[src/rtl/multdiv_pkg.sv]
// Shared types and constants for the multicycle multiply/divide unit.
package multdiv_pkg;

  typedef enum logic {
    OP_MULT = 1'b0,
    OP_DIV  = 1'b1
  } op_e;

  typedef enum logic [1:0] {
    IDLE = 2'd0,
    RUN  = 2'd1,
    DONE = 2'd2
  } state_e;

  localparam int WIDTH_DFLT = 32;
  // One shift-add or restoring-subtract step per bit of the operand.
  localparam int ITERS = WIDTH_DFLT;

endpackage

[src/rtl/multdiv_if.sv]
// Request/response bundle between the control unit and the mult/div unit.
interface multdiv_if #(
  parameter int WIDTH = 32
) ();
  logic             start;
  logic             op;
  logic [WIDTH-1:0] a;
  logic [WIDTH-1:0] b;
  logic             busy;
  logic             done;
  logic             div_zero;
  logic [WIDTH-1:0] hi;
  logic [WIDTH-1:0] lo;

  modport master (
    output start, op, a, b,
    input  busy, done, div_zero, hi, lo
  );

  modport slave (
    input  start, op, a, b,
    output busy, done, div_zero, hi, lo
  );
endinterface

[src/rtl/multdiv_sign_fix.sv]
// Converts the unsigned magnitude result of a mult/div into MIPS signed
// results: product negated when operand signs differ, quotient truncated
// toward zero, remainder carries the sign of the dividend.
module multdiv_sign_fix
  import multdiv_pkg::*;
#(
  parameter int WIDTH = WIDTH_DFLT
) (
  input  logic               op,
  input  logic               sign_a,
  input  logic               sign_b,
  input  logic [2*WIDTH-1:0] mag,
  output logic [WIDTH-1:0]   hi,
  output logic [WIDTH-1:0]   lo
);

  logic signed [2*WIDTH-1:0] prod_s;
  logic signed [WIDTH-1:0]   quo_s;
  logic signed [WIDTH-1:0]   rem_s;

  // Apply sign correction; for DIV the upper half holds the remainder.
  always_comb begin
    prod_s = (sign_a ^ sign_b) ? -$signed(mag) : $signed(mag);
    quo_s  = (sign_a ^ sign_b) ? -$signed(mag[WIDTH-1:0]) : $signed(mag[WIDTH-1:0]);
    rem_s  = sign_a ? -$signed(mag[2*WIDTH-1:WIDTH]) : $signed(mag[2*WIDTH-1:WIDTH]);
    hi     = prod_s[2*WIDTH-1:WIDTH];
    lo     = prod_s[WIDTH-1:0];
    if (op == OP_DIV) begin
      hi = rem_s;
      lo = quo_s;
    end
  end

endmodule

[src/rtl/mult_div_unit.sv]
// Multicycle signed multiply/divide unit feeding the Hi/Lo registers.
// Optional build macro MULTDIV_EARLY_TERM_EN: finish after one step when
// a MULT operand is zero or a DIV has |a| < |b| (results unchanged).
module mult_div_unit
  import multdiv_pkg::*;
#(
  parameter int WIDTH = WIDTH_DFLT
) (
  input logic     clk,
  input logic     reset,
  multdiv_if.slave bus
);

  localparam int               CNT_W    = $clog2(WIDTH);
  localparam logic [CNT_W-1:0] CNT_LAST = CNT_W'(WIDTH - 1);

  state_e             state_q, state_d;
  op_e                op_q;
  logic               sign_a_q, sign_b_q, dz_q;
  logic [WIDTH-1:0]   opnd_q;
  logic [2*WIDTH-1:0] acc_q;
  logic [CNT_W-1:0]   cnt_q;
  logic [WIDTH-1:0]   hi_q, lo_q;

  logic               accept, first_iter, is_dz, early, finish;
  logic [WIDTH:0]     mul_sum;
  logic [2*WIDTH-1:0] mul_next, div_next, acc_step, fix_mag;
  logic [WIDTH:0]     rem_sh;
  logic               rem_ge;
  logic [WIDTH-1:0]   rem_sub;
  logic [WIDTH-1:0]   hi_fix, lo_fix;

  function automatic logic [WIDTH-1:0] mag(input logic [WIDTH-1:0] v);
    return v[WIDTH-1] ? ((~v) + WIDTH'(1)) : v;
  endfunction

  // One iteration of shift-add multiply and restoring divide on magnitudes.
  // MULT: acc = {partial product, remaining multiplier bits}.
  // DIV:  acc = {partial remainder, dividend bits shifting into quotient}.
  always_comb begin
    mul_sum  = {1'b0, acc_q[2*WIDTH-1:WIDTH]} + (acc_q[0] ? {1'b0, opnd_q} : '0);
    mul_next = {mul_sum, acc_q[WIDTH-1:1]};
    rem_sh   = {acc_q[2*WIDTH-1:WIDTH], acc_q[WIDTH-1]};
    rem_ge   = rem_sh >= {1'b0, opnd_q};
    rem_sub  = rem_sh[WIDTH-1:0] - opnd_q;
    div_next = {(rem_ge ? rem_sub : rem_sh[WIDTH-1:0]), acc_q[WIDTH-2:0], rem_ge};
    acc_step = (op_q == OP_DIV) ? div_next : mul_next;
  end

  // Termination conditions evaluated on the first RUN cycle and at the last count.
  always_comb begin
    accept     = bus.start && (state_q != RUN);
    first_iter = (state_q == RUN) && (cnt_q == '0);
    is_dz      = first_iter && (op_q == OP_DIV) && (opnd_q == '0);
`ifdef MULTDIV_EARLY_TERM_EN
    early = first_iter &&
            (((op_q == OP_MULT) && ((opnd_q == '0) || (acc_q[WIDTH-1:0] == '0))) ||
             ((op_q == OP_DIV) && (opnd_q != '0) && (acc_q[WIDTH-1:0] < opnd_q)));
`else
    early = 1'b0;
`endif
    finish = (state_q == RUN) && ((cnt_q == CNT_LAST) || is_dz || early);
    // Early DIV: quotient 0, remainder is the dividend magnitude; early MULT: 0.
    fix_mag = acc_step;
    if (early) begin
      fix_mag = (op_q == OP_DIV) ? {acc_q[WIDTH-1:0], {WIDTH{1'b0}}} : '0;
    end
  end

  multdiv_sign_fix #(.WIDTH(WIDTH)) u_sign_fix (
    .op     (op_q),
    .sign_a (sign_a_q),
    .sign_b (sign_b_q),
    .mag    (fix_mag),
    .hi     (hi_fix),
    .lo     (lo_fix)
  );

  // State register.
  always_ff @(posedge clk) begin
    if (reset) state_q <= IDLE;
    else       state_q <= state_d;
  end

  // Next-state logic; DONE can chain straight into a new request.
  always_comb begin
    state_d = state_q;
    case (state_q)
      IDLE:    if (bus.start) state_d = RUN;
      RUN:     if (finish) state_d = DONE;
      DONE:    state_d = bus.start ? RUN : IDLE;
      default: state_d = IDLE;
    endcase
  end

  // Counter, div-by-zero flag and Hi/Lo result registers.
  always_ff @(posedge clk) begin
    if (reset) begin
      cnt_q <= '0;
      dz_q  <= 1'b0;
      hi_q  <= '0;
      lo_q  <= '0;
    end else if (accept) begin
      cnt_q <= '0;
      dz_q  <= 1'b0;
    end else if (state_q == RUN) begin
      cnt_q <= cnt_q + CNT_W'(1);
      if (finish) begin
        dz_q <= is_dz;
        if (!is_dz) begin
          hi_q <= hi_fix;
          lo_q <= lo_fix;
        end
      end
    end
  end

  // Operand capture and iteration datapath.
  always_ff @(posedge clk) begin
    if (accept) begin
      op_q     <= op_e'(bus.op);
      sign_a_q <= bus.a[WIDTH-1];
      sign_b_q <= bus.b[WIDTH-1];
      opnd_q   <= bus.op ? mag(bus.b) : mag(bus.a);
      acc_q    <= {{WIDTH{1'b0}}, (bus.op ? mag(bus.a) : mag(bus.b))};
    end else if (state_q == RUN) begin
      acc_q <= acc_step;
    end
  end

  assign bus.busy     = (state_q == RUN);
  assign bus.done     = (state_q == DONE);
  assign bus.div_zero = (state_q == DONE) && dz_q;
  assign bus.hi       = hi_q;
  assign bus.lo       = lo_q;

endmodule

[src/flat_wrapper.sv]
// flat-port wrapper written by rule: the top's interface ports become plain ports
module mult_div_unit_flat import multdiv_pkg::*;
#(
  parameter int WIDTH = WIDTH_DFLT
)
  (clk, reset, bus_start, bus_op, bus_a, bus_b, bus_busy, bus_done, bus_div_zero, bus_hi, bus_lo);
  multdiv_if #(.WIDTH(WIDTH)) bus_i ();
  input logic clk;
  input logic reset;
  input wire logic [$bits(bus_i.start)-1:0] bus_start;
  input wire logic [$bits(bus_i.op)-1:0] bus_op;
  input wire logic [$bits(bus_i.a)-1:0] bus_a;
  input wire logic [$bits(bus_i.b)-1:0] bus_b;
  output wire logic [$bits(bus_i.busy)-1:0] bus_busy;
  output wire logic [$bits(bus_i.done)-1:0] bus_done;
  output wire logic [$bits(bus_i.div_zero)-1:0] bus_div_zero;
  output wire logic [$bits(bus_i.hi)-1:0] bus_hi;
  output wire logic [$bits(bus_i.lo)-1:0] bus_lo;
  assign bus_i.start = bus_start;
  assign bus_i.op = bus_op;
  assign bus_i.a = bus_a;
  assign bus_i.b = bus_b;
  assign bus_busy = bus_i.busy;
  assign bus_done = bus_i.done;
  assign bus_div_zero = bus_i.div_zero;
  assign bus_hi = bus_i.hi;
  assign bus_lo = bus_i.lo;
  mult_div_unit #(.WIDTH(WIDTH)) u_core (.clk(clk), .reset(reset), .bus(bus_i));
endmodule
[config.mk]
export PLATFORM = sky130hd
export DESIGN_NAME = mult_div_unit_flat
export DESIGN_NICKNAME = d
export VERILOG_FILES = /design/src/rtl/multdiv_pkg.sv /design/src/rtl/multdiv_if.sv /design/src/rtl/multdiv_sign_fix.sv /design/src/rtl/mult_div_unit.sv /design/src/flat_wrapper.sv
export SDC_FILE = /design/constraint.sdc
export NUM_CORES = 1
export LEC_CHECK = 0
export CORE_MARGIN = 2
export CORE_UTILIZATION = 58
export DETAILED_ROUTE_END_ITERATION = 6
export MAX_ROUTING_LAYER = met4
export PLACE_DENSITY_LB_ADDON = 0.1
export SETUP_SLACK_MARGIN = 0.3
export SLEW_MARGIN = 30
export SYNTH_ARGS = -nofsm -noshare
export SYNTH_HDL_FRONTEND = slang
export SYNTH_HIERARCHICAL = 1
export SYNTH_SLANG_ARGS = --single-unit
[constraint.sdc]
create_clock -name clk -period 9 [get_ports clk]
set_input_delay 1.8 -clock clk [delete_from_list [all_inputs] [get_ports clk]]
set_output_delay 1.8 -clock clk [all_outputs]
set_load 0.01 [all_outputs]
== Word-level counts from Yosys, hierarchy flattened ==
Cells that the tools add are included.

* Register bits: 171
* Input bits: 68
* Output and inout bits: 67
* Logic and storage cells: 64

* Add/sub/neg operators: 8
* Order comparisons: 1
* Equality and inequality tests: 6
* Mux-type cells: 18
* Bitwise logic cells: 5
* Reductions and logical operators: 15

{| class="wikitable"
|+ Operators by type and width
! cell !! count
|-
| 32-bit 2-to-1 mux || 12
|-
| 64-bit 2-to-1 mux || 2
|-
| 32-bit by 1-bit adder with 32-bit output, second input constant || 2
|-
| 32-bit negation || 2
|-
| 64-bit negation || 1
|-
| 32-bit NOT || 2
|-
| 32-bit by 32-bit adder with 33-bit output || 1
|-
| 33-bit by 32-bit greater-or-equal comparator with 1-bit output || 1
|-
| 32-bit logical NOT || 1
|-
| 32-bit subtractor || 1
|-
| 1-bit logical AND || 6
|-
| 2-bit case mux with 3 select lines || 1
|-
| 5-bit by 1-bit adder with 5-bit output, second input constant || 1
|-
| 5-bit == test, second input constant || 1
|-
| 5-bit logical NOT || 1
|-
| 2-bit 2-to-1 mux || 2
|-
| 2-bit by 1-bit != test with 1-bit output, second input constant || 2
|-
| 2-bit AND reduction || 2
|-
| 4-bit AND reduction || 1
|-
| 2-bit by 1-bit == test with 1-bit output, second input constant || 1
|-
| 2-bit == test, second input constant || 1
|-
| 2-bit logical NOT || 1
|-
| 2-bit != test, second input constant || 1
|-
| 1-bit NOT || 2
|-
| 5 further kinds || 5
|}

== Depth between registers and ports, before layout ==
Gate-level depths: netlist of run 1.

* Depth in word-level cells: 8
* Mapped depth: 21
* Depth with buffers taken out: 19

== Hierarchy ==
The synthesis of run 1 kept the hierarchy.

{| class="wikitable"
|+ By module, submodules not included
! module !! instances !! cells each !! area each (sq um) !! seq. area each (sq um)
|-
| mult_div_unit || 1 || 1607 || 13081.3 || 4093.9
|-
| multdiv_sign_fix || 1 || 271 || 1757.9 || 0.0
|}

== Worst setup path after synthesis of run 1 ==
OpenSTA, ideal clock, no wires.

* Path type: register to register
* Start point: register u_core.opnd_q[26]
* End point: register u_core.hi_q[25] (netlist: u_core/bus.hi[25])
* Library setup time: 0.070 ns
* Arrival: 4.288 ns
* Required time: 8.930 ns
* Slack: 4.641 ns
* Stages on the path, launching flop included: 21
* Path buffers: 3
* Period minus slack after synthesis: 4.359 ns
* Cells stage by stage: edfxtp_1 -> inv_1 -> ha_1 -> buf_2 -> a21o_1 -> a21o_1 -> a221o_1 -> a21oi_1 -> nand3_1 -> buf_4 -> buf_2 -> o21ai_0 -> a21oi_1 -> nor4_1 -> nor2b_1 -> nand2_1 -> or4_4 -> a221oi_2 -> xnor2_1 -> nand2_1 -> a21oi_1

* Cells in the longest elaborated chain, start to end: 6
* Elaborated cells on any way between the ends: 16
* Those cells by class: 3 x add/sub; 1 x order compare; 6 x mux; 1 x bitwise; 5 x reduce/logical

{| class="wikitable"
|+ RTL lines
! what !! line !! source
|-
| start, declared || mult_div_unit.sv:20 || <nowiki>logic [WIDTH-1:0] opnd_q;</nowiki>
|-
| start signal, assigned || mult_div_unit.sv:124 || <nowiki>opnd_q <= bus.op ? mag(bus.b) : mag(bus.a);</nowiki>
|-
| 33-bit by 32-bit greater-or-equal comparator with 1-bit output * || mult_div_unit.sv:44 || <nowiki>rem_ge = rem_sh >= {1'b0, opnd_q};</nowiki>
|-
| 32-bit 2-to-1 mux * || mult_div_unit.sv:46 || <nowiki>div_next = {(rem_ge ? rem_sub : rem_sh[WIDTH-1:0]), acc_q[WIDTH-2:0], rem_ge};</nowiki>
|-
| 64-bit 2-to-1 mux * || mult_div_unit.sv:47 || <nowiki>acc_step = (op_q == OP_DIV) ? div_next : mul_next;</nowiki>
|-
| via u_core.acc_step[37] || mult_div_unit.sv:27 || <nowiki>logic [2*WIDTH-1:0] mul_next, div_next, acc_step, fix_mag;</nowiki>
|-
| 64-bit negation / 32-bit negation (equally long branches) || multdiv_sign_fix.sv:23, multdiv_sign_fix.sv:25 ||
|-
| 64-bit 2-to-1 mux / 32-bit 2-to-1 mux (equally long branches) || multdiv_sign_fix.sv:23, multdiv_sign_fix.sv:25 ||
|-
| 32-bit 2-to-1 mux * || multdiv_sign_fix.sv:28 || <nowiki>if (op == OP_DIV) begin</nowiki>
|-
| via u_core.hi_fix[25] || mult_div_unit.sv:31 || <nowiki>logic [WIDTH-1:0] hi_fix, lo_fix;</nowiki>
|-
| end signal, assigned || mult_div_unit.sv:111 || <nowiki>hi_q <= hi_fix;</nowiki>
|-
| end, declared || mult_div_unit.sv:23 || <nowiki>logic [WIDTH-1:0] hi_q, lo_q;</nowiki>
|}

Mark *: on every way through the listed nets, which the timed path passes. The rest lies on a longest branch.
A chain may end at the register's enable or synchronous reset.

== Worst setup path after layout of run 1 ==
* Start point: register u_core.opnd_q[16]
* End point: register u_core.hi_q[25] (netlist: u_core/bus.hi[25])

The elaborated chain is that of the path after synthesis.

==> reports/metrics.yaml, run 1 <==
yosys:
  synthFlopType: "dfxtp_1"
  synthCells: 1878
  yosysSeqAreaShare: 0.276
  async_reset_ff_frac: 0
  ys_ff_latch: 171
  synth-edff-count: 67
  synth_top_area_cell: "dfxtp_1"
  ys_types: 83
  syn_avg_cell_area_um2: 7.90
  syn_area_um2: 14800
  synth_most_common_cell: "nand2_1"
  netlist_top_cells_area: "dfxtp_1 14%, edfxtp_1 14%, nand2_1 7.4%"
  ys_warn_count: 6
  synth_commonest_cells: "291 x nand2_1, 163 x a21oi_1, 126 x nor2_1, 116 x o21ai_0, 104 x dfxtp_1"
  yosysTopAreaCellShare: 0.140
  syn_nets: 2019
placed_design:
  placed_area_um2: 16300
  place_congestion: 1.04
  place_ws_ps: 3450
  dpl.hpwl_um: 37900
  portBuffers: 134
die:
  dieHeight_um: 164
  die-area_um2: 26900
  die-width_um: 164
  initial_core_util: 0.589
  ioPinCount: 135
  core_um2: 25200
  rows: 58
min_path:
  hold_class: "reg -> reg"
  min_to: "u_core/bus.hi[18]"
  whs_path_depth: 2
  hp-start: "u_core/bus.hi[18]"
worst_setup_path:
  critPathArrivalTime_ps: 6100
  critPathCaptureType: "register"
  timing.rr.end: "u_core/bus.hi[25]"
  path_class: "reg -> reg"
  cp_max_fo: 17
  crit_path_start_kind: "register"
  worstRegToRegCells: 18
  rrSetupSlack_ps: 3270
  timing.rr.start: "u_core/opnd_q[16]"
  worstPathRequired_ps: 9380
routing:
  drt_first_pass_iters: 5
  drcViolationCount: 0
  wl_per_cell_um: 21.4
  via_per_inst: 6.43
  antenna_left: 0
  detail_route.iter0.violations: 1523
  wirelength_um: 49100
  num_vias: 14800
sta:
  fin_crit_sh: 0.636
  fmax_mhz: 175
  whs_ps: 455
  grt_setup_unrepaired: "no"
  drv_slew: 0
  slew_headroom: 0.366
  skew_ps: 15.5
  min_period_ps: 5730
  hold_viol: 0
  worst_slew_pin_slew_ps: 925
  fin_ws_ps: 3270
  final.setup.tns_ps: 0
  setup_viol: 0
power:
  power.leakage_nw: 6.55
  p_sw_frac: 0.443
  power.density_nw_per_um2: 196
  intPower_mw: 1.85
  pwr-share-clk: 0.236
  p_seq_frac: 0.290
  p_comb_frac: 0.474
  worst_ir_drop_vdd_mv: 0.151
  switchingPower_mw: 1.47
cts:
  cts_root_buffer: "clkbuf_16"
  cts_buffer_depth: 2
  tritoncts: "done"
  cts_sinks: 171
  path_clk_slew_ps: 80
  cts_buffers: 17
  holdBufCountCts: 0
  post_cts_buffers: 0
  cts_resized: 0
  h-tree-depth: 4
  worstSkewPairLatency_ps: 450
run:
  timing.max_cap.violations: 0
grt:
  grt_start_max_net_pins: 73
  grt_pass1_vias: 13600
  grt.total_usage: 0.372
  gr-total-overflow: 0
  antenna_found_initial: 3
  grt_pass1_wl_um: 74700
finish:
  final_area_um2: 17000
  drive_above_1_share: 0.0763
  fin_nets: 2095
  syn2layout_area_growth_pct: 14.4
  nFillCells: 2174
status:
  outcome: "complete, no violations"
-- cell families (layout without fill, tap and decap cells) --
logic type,after synthesis,after routing,share of synthesized area
simple gates,707,707,0.231
compound gates,498,498,0.213
flops,171,171,0.276
xor+xnor,170,170,0.100
buf+inv,153,242,0.0408
mux,106,106,0.0767
fa+ha+maj,73,73,0.0626
other cells,0,1,0
-- power groups by stage --
stage	Combinational (mW)	Sequential [mW]	Clock (mW)
2_1_floorplan	1.11	0.947	0
3_3_place_gp	1.51	0.971	0
3_5_place_dp	1.53	0.975	0
4_1_cts	1.54	0.958	0.791
5_1_grt	1.69	0.969	0.817
6_report	1.58	0.962	0.784
-- critical path, cell delays in order (launching register included) --
cell and delay (ps):
edfxtp_1 380, inv_1 60, ha_1 460, nand4_1 210
nor4_1 620, a221o_1 260, a21oi_1 90, nand3_1 500
o21ai_0 170, o21ai_0 160, a21oi_1 270, nor4_1 610
nor2b_1 480, nand2_1 150, or4_4 480, a221oi_2 350
xnor2_1 180, nand2_1 80, a21oi_1 140
-- worst max path at each step --
stage / cells after the start / slack [ps] / startpoint / to
finish: 18 / 3270 / u_core/opnd_q[16] / u_core/bus.hi[25]
global route: 18 / 2970 / u_core/opnd_q[13] / u_core/bus.hi[25]
CTS: 18 / 3410 / u_core/opnd_q[16] / u_core/bus.hi[25]
detailed placement: 18 / 3450 / u_core/opnd_q[16] / u_core/bus.hi[25]
global placement: 18 / 3420 / u_core/opnd_q[16] / u_core/bus.hi[25]
floorplan: 20 / 4640 / u_core/opnd_q[26] / u_core/bus.hi[25]
-- metrics by stage --
| stage | std cells | total power, mW | util |
|---|---|---|---|
| global placement | 2265 | 2.48 | 0.648 |
| detailed placement | 2265 | 2.50 | 0.649 |
| finish | 2298 | 3.32 | 0.674 |
| global route | 2298 | 3.48 | 0.674 |
| CTS | 2297 | 3.29 | 0.674 |
| floorplan | 1878 | 2.05 | - |
-- state kept, by name, indices dropped and copies added, names as in the netlist --
| signal | count |
|---|---|
| u_core/acc_q | 64 |
| u_core/bus.hi | 32 |
| u_core/bus.lo | 32 |
| u_core/opnd_q | 32 |
| u_core/cnt_q | 5 |
| u_core/state_q | 2 |
| u_core/dz_q | 1 |
| u_core/op_q | 1 |
| u_core/sign_a_q | 1 |
| u_core/sign_b_q | 1 |
-- layout make-up --
cell class,count,area [µm²],area share
multi-input cells,1554,10200,0.599
flip-flops and latches,171,4090,0.241
repair buffers,148,1430,0.0845
clock buffers,17,425,0.0251
well taps,330,413,0.0243
inverters,62,234,0.0138
clock inverters,15,206,0.0122
diodes,1,2.50,0.000147
-- metal layers --
metal / global-route usage / share of wire / vias to the layer above
met5: - / 0 / -
met3: 0.0444 / 0.076 / 165
li1: - / - / 6957
met2: 0.594 / 0.46 / 761
met4: 0.198 / 0.058 / 0
met1: 0.462 / 0.41 / 6886
-- cells in the final DEF, fill, tap and decap left out, types with 37 or more instances in the layout --
master and count:
o31ai_1 37, mux2_2 62, dfxtp_1 104, mux2i_1 44, nor2_1 126, and2_1 42
nand2_1 290, ha_1 71, edfxtp_1 67, clkdlybuf4s50_1 131, nand3_1 38, o21ai_0 114
a21oi_1 162, inv_1 60, xor2_1 98, xnor2_1 71
(Power assumes the default switching activity.)
==> run 2: changes to the inputs <==
- CORE_UTILIZATION: 58 -> 54
- clock period: 9 -> 5.2 ns (I/O delays scaled with it)
==> reports/metrics.yaml, run 2 (synthesis results as in run 1) <==
power:
  finalPower_mw: 5.97  # was 3.32 mW
  p_sw_frac: 0.440  # was 0.443
  power.leakage_nw: 6.81  # was 6.55 nW
  intPower_mw: 3.34  # was 1.85 mW
  p_comb_frac: 0.489  # was 0.474
  worst_ir_drop_vdd_mv: 0.234  # was 0.151 mV
  pwr-share-clk: 0.231  # was 0.236
  switchingPower_mw: 2.63  # was 1.47 mW
  p_seq_frac: 0.280  # was 0.290
  power.density_nw_per_um2: 341  # was 196 nW/µm²
finish:
  fin_nets: 2140  # was 2095
  largest_reg_flops: 64  # unchanged
  final_cell_mix: "290 x nand2_1, 159 x a21oi_1, 131 x clkdlybuf4s50_1, 123 x nor2_1, 115 x o21ai_0"  # was 290 x nand2_1, 162 x a21oi_1, 131 x clkdlybuf4s50_1, 126 x nor2_1, 114 x o21ai_0
  regMostFlops: "u_core/acc_q"  # unchanged
  stdcell_count: 2354  # was 2298
  post-route-util: 0.651  # was 0.674
  final_area_um2: 17500  # was 17000 µm²
  mostFrequentLayoutCell: "nand2_1"  # unchanged
  drive_above_1_share: 0.113  # was 0.0763
  syn2layout_area_growth_pct: 18.2  # was 14.4%
grt:
  grt_pass1_vias: 14100  # was 13600
  gr-total-overflow: 0  # unchanged
  grt_start_max_net_pins: 103  # was 73
  grt.total_usage: 0.358  # was 0.372
  antenna_found_initial: 2  # was 3
  grt_pass1_wl_um: 77700  # was 74700 µm
sta:
  whs_ps: 454  # was 455 ps
  fin_ws_ps: 431  # was 3270 ps
  hold_viol: 0  # unchanged
  fin_crit_sh: 0.917  # was 0.636
  grt_setup_unrepaired: "yes"  # was no
  drv_slew: 0  # unchanged
  slew_headroom: 0.255  # was 0.366
  setup_viol: 0  # unchanged
  skew_ps: 21.2  # was 15.5 ps
  min_period_ps: 4770  # was 5730 ps
  fmax_mhz: 210  # was 175 MHz
  final.setup.tns_ps: 0  # unchanged
  worst_slew_pin_slew_ps: 1110  # was 925 ps
die:
  core_um2: 27000  # was 25200 µm²
  initial_core_util: 0.551  # was 0.589
  ioPinCount: 135  # unchanged
  die-width_um: 170  # was 164 µm
  rows: 60  # was 58
  die-area_um2: 28800  # was 26900 µm²
  dieHeight_um: 170  # was 164 µm
routing:
  antenna_left: 0  # unchanged
  detail_route.iter0.violations: 1574  # was 1523
  num_vias: 14800  # about the same
  drt_first_pass_iters: 5  # unchanged
  wirelength_um: 50500  # was 49100 µm
  via_per_inst: 6.27  # was 6.43
  drcViolationCount: 0  # unchanged
  wl_per_cell_um: 21.4  # about the same
cts:
  holdBufCountCts: 0  # unchanged
  cts_buffers: 17  # unchanged
  cts_sinks: 171  # unchanged
  cts_buffer_depth: 2  # unchanged
  worstSkewPairLatency_ps: 440  # was 450 ps
  path_clk_slew_ps: 80  # about the same
  tritoncts: "done"  # unchanged
  cts_root_buffer: "clkbuf_16"  # unchanged
  h-tree-depth: 4  # unchanged
min_path:
  hp-start: "u_core/bus.hi[25]"  # was u_core/bus.hi[18]
  hold_class: "reg -> reg"  # unchanged
worst_setup_path:
  timing.rr.start: "u_core/opnd_q[22]"  # was u_core/opnd_q[16]
  path_class: "reg -> reg"  # unchanged
  crit_path_start_kind: "register"  # unchanged
  cp_max_fo: 6  # was 17
  critPathCaptureType: "register"  # unchanged
  critPathArrivalTime_ps: 5140  # was 6100 ps
  worstPathRequired_ps: 5570  # was 9380 ps
  startpoint: "u_core/opnd_q[22]"  # was u_core/opnd_q[16]
placed_design:
  place_congestion: 1.03  # was 1.04
  place_ws_ps: 219  # was 3450 ps
  placed_cells: 2315  # was 2265
  placed_area_um2: 16700  # was 16300 µm²
  portBuffers: 134  # unchanged
  dpl.hpwl_um: 39000  # was 37900 µm
run:
  timing.max_cap.violations: 0  # unchanged
status:
  outcome: "complete, no violations"  # unchanged
## run 2: layout make-up
type | count | area [µm²]
Clock buffer | 17 | 425
Clock inverter | 15 | 218
Sequential cell | 171 | 4090
Timing Repair Buffer | 193 | 1800
Tap cell | 341 | 427
Antenna cell | 1 | 2.50
Multi-Input combinational cell | 1554 | 10300
Inverter | 62 | 234
Fill cell | 2402 | 9410
## run 2: routing by layer
layer  part of all wire  GRT usage  up-vias
li1                   -          -     7058
met4              0.061      0.192        0
met3              0.062     0.0452      134
met2               0.46      0.573      649
met5                  0          -        -
met1               0.42      0.443     6923
## run 2: power by group through the flow
stage | Combinational [mW] | Sequential (mW) | Clock, mW
6_report | 2.92 | 1.67 | 1.38
5_1_grt | 3.15 | 1.68 | 1.45
4_1_cts | 2.78 | 1.67 | 1.40
3_5_place_dp | 2.75 | 1.70 | 0
3_3_place_gp | 2.73 | 1.69 | 0
2_1_floorplan | 1.91 | 1.64 | 0
## run 2: worst paths after layout
| kind | end | slack, ps | cells past startpoint |
|---|---|---|---|
| hold reg to reg | u_core/bus.hi[25] | 450 | 2 |
| setup reg to reg | u_core/bus.hi[25] | 430 | 16 |
| setup / recovery | u_core/bus.hi[25] | 430 | 16 |
| hold / removal | u_core/bus.hi[25] | 450 | 2 |
## run 2: critical path, cell delays in order (launching register included)
cell,delay [ps]
edfxtp_1,470
inv_1,70
ha_1,390
nand4_1,240
nor4_4,90
a221o_1,370
a21oi_2,190
a31oi_2,200
a21o_1,280
or4_4,610
nor4_4,350
nand3_2,140
or4_4,610
a221oi_4,350
xnor2_1,150
nand2_1,60
a21oi_1,130
## run 2: repair_timing
action	4_1_cts	5_1_grt
endpoints found under the setup margin	12	19
pin swaps	0	7
resized for setup	5	40
setup buffers	0	6
==> run 3: changes to the inputs <==
- CELL_PAD_IN_SITES_DETAIL_PLACEMENT: not set -> 0
- CELL_PAD_IN_SITES_GLOBAL_PLACEMENT: not set -> 2
- CORE_MARGIN: 2 -> not set
- CORE_UTILIZATION: 54 -> 32
==> reports/metrics.yaml, run 3 (synthesis results as in run 1) <==
status:
  outcome: "complete, no violations"  # unchanged
routing:
  drt_first_pass_iters: 5  # unchanged
  via_per_inst: 5.45  # was 6.27
  wl_per_cell_um: 22.0  # was 21.4 µm
  detail_route.iter0.violations: 994  # was 1574
  wirelength_um: 58800  # was 50500 µm
  num_vias: 14600  # was 14800
  drcViolationCount: 0  # unchanged
  antenna_left: 0  # unchanged
grt:
  grt_pass1_vias: 14400  # was 14100
  gr-total-overflow: 0  # unchanged
  grt_start_max_net_pins: 65  # was 103
  grt.total_usage: 0.259  # was 0.358
  grt_util_met1: 0.328  # was 0.443
  grt-busiest-layer: "met2"  # unchanged
  grt_use_met3: 0.0281  # was 0.0452
  gr-usage-met2: 0.442  # was 0.573
  grt_pass1_wl_um: 89400  # was 77700 µm
  antenna_found_initial: 2  # unchanged
min_path:
  hold_class: "reg -> reg"  # unchanged
finish:
  drive_above_1_share: 0.141  # was 0.113
  post-route-util: 0.402  # was 0.651
  syn2layout_area_growth_pct: 23.6  # was 18.2%
  fin_nets: 2197  # was 2140
  stdcell_count: 2670  # was 2354
  largest_reg_flops: 64  # unchanged
  mostFrequentLayoutCell: "nand2_1"  # unchanged
  nFillCells: 4751  # was 2402
  regMostFlops: "u_core/acc_q"  # unchanged
  final_cell_mix: "290 x nand2_1, 155 x a21oi_1, 132 x clkdlybuf4s50_1, 124 x nor2_1, 113 x buf_4"  # was 290 x nand2_1, 159 x a21oi_1, 131 x clkdlybuf4s50_1, 123 x nor2_1, 115 x o21ai_0
cts:
  h-tree-depth: 4  # unchanged
  worstSkewPairLatency_ps: 480  # was 440 ps
  path_clk_slew_ps: 70  # was 80 ps
  cts_buffers: 17  # unchanged
  cts_sinks: 171  # unchanged
  tritoncts: "done"  # unchanged
  cts_root_buffer: "clkbuf_16"  # unchanged
  cts_buffer_depth: 2  # unchanged
  holdBufCountCts: 0  # unchanged
die:
  initial_core_util: 0.326  # was 0.551
  rows: 78  # was 60
  die-width_um: 217  # was 170 µm
  dieHeight_um: 217  # was 170 µm
  core_um2: 45600  # was 27000 µm²
  ioPinCount: 135  # unchanged
  die-area_um2: 47200  # was 28800 µm²
placed_design:
  place_congestion: 0.942  # was 1.03
  placed_cells: 2629  # was 2315
  dpl.hpwl_um: 47000  # was 39000 µm
  portBuffers: 134  # unchanged
worst_setup_path:
  cp_max_fo: 11  # was 6
  cp_slowest_stage_delay_ps: 510  # was 610 ps
  crit_path_start_kind: "register"  # unchanged
  critPathCaptureType: "register"  # unchanged
  path_class: "reg -> reg"  # unchanged
  cpMaxStageDelayCell: "edfxtp_1"  # was or4_4
  critical_path.most_common_cell: "nand2_1"
  worstPathRequired_ps: 5600  # was 5570 ps
  critPathArrivalTime_ps: 5110  # was 5140 ps
  cp_cell_sequence: "inv_1 > ha_1 > and3_2 > nand2_1 > nor4_4 > o211ai_2 > nand3_4 > buf_4 > o21ai_0 > o21ai_1 > a21oi_2 > nor4_2 > buf_4 > nor2b_1 > nand2_1 > or4_4 > a221oi_4 > xnor2_1 > nand2_1 > a21oi_1"  # was inv_1 > ha_1 > nand4_1 > nor4_4 > a221o_1 > a21oi_2 > a31oi_2 > a21o_1 > or4_4 > nor4_4 > nand3_2 > or4_4 > a221oi_4 > xnor2_1 > nand2_1 > a21oi_1
sta:
  setup_viol: 0  # unchanged
  min_period_ps: 4710  # was 4770 ps
  final.setup.tns_ps: 0  # unchanged
  grt_setup_unrepaired: "yes"  # unchanged
  hold_viol: 0  # unchanged
  drv_slew: 0  # unchanged
  fmax_mhz: 212  # was 210 MHz
  slew_headroom: 0.364  # was 0.255
  fin_crit_sh: 0.906  # was 0.917
  skew_ps: 16.2  # was 21.2 ps
  worst_slew_pin_slew_ps: 951  # was 1110 ps
power:
  worst_ir_drop_vdd_mv: 0.222  # was 0.234 mV
  power.leakage_nw: 7.11  # was 6.81 nW
  power.density_nw_per_um2: 337  # was 341 nW/µm²
run:
  timing.max_cap.violations: 0  # unchanged
## run 3: changes by cell type in the layout (fill, tap and decap cells not counted), sizes merged
cell / change
buf: +56
clkdlybuf4s50: +1
clkinv: +1
clkinvlp: +1
inv: -2
## run 3: worst paths after layout
path                                         from                end  slack [ps]  cells past startpoint
worst max-delay path            u_core/opnd_q[29]  u_core/bus.hi[25]         490                     20
worst min-delay path            u_core/bus.hi[23]  u_core/bus.hi[23]         450                      2
worst max register to register  u_core/opnd_q[29]  u_core/bus.hi[25]         490                     20
worst min register to register  u_core/bus.hi[23]  u_core/bus.hi[23]         450                      2
## run 3: per-stage QoR
step / setup slack, ps / cell area [µm²] / power [mW] / hold slack, ps
floorplan: 841 / 14800 / 3.55 / 454
global placement: 193 / 17400 / 4.75 / 443
detailed placement: 176 / 17400 / 4.72 / 449
CTS: 318 / 18100 / 6.13 / 459
global route: 252 / 18300 / 6.57 / 476
finish: 490 / 18300 / 6.18 / 454
## run 3: worst max-delay path, delay by kind of cell, from the launching register on
kind	cells	cell delay, ps
DFF	1	510
AOI/OAI and AO/OA	6	1100
xor gates and xnor gates	1	180
buffers and inverters	3	480
adders and majority gates	1	400
and+or+nand+nor	9	1970
## run 3: what timing repair did
action | CTS | global route
setup endpoints to repair | 4 | 25
setup buffers | 3 | 5
gates resized for setup | 12 | 49
pin swaps | 2 | 9
## run 3: layer usage
layer,wire length (µm),part of all wire,up-vias
met1,27100,0.46,7049
met2,29100,0.50,292
li1,-,-,7174
met5,0,0,-
met3,1680,0.029,37
met4,969,0.016,0
## run 3: final cells by class
class | instances | area [µm²] | share of cell area
Timing Repair Buffer | 250 | 2230 | 0.122
Tap cell | 600 | 751 | 0.0409
Clock inverter | 15 | 178 | 0.00969
Sequential cell | 171 | 4090 | 0.223
Inverter | 62 | 235 | 0.0128
Antenna cell | 1 | 2.50 | 0.000136
Multi-Input combinational cell | 1554 | 10400 | 0.568
Clock buffer | 17 | 425 | 0.0232
## run 3: where the power goes
group | internal [mW] | switching [mW]
Combinational | 1.26 | 1.91
Clock | 0.651 | 0.696
Sequential | 1.54 | 0.123
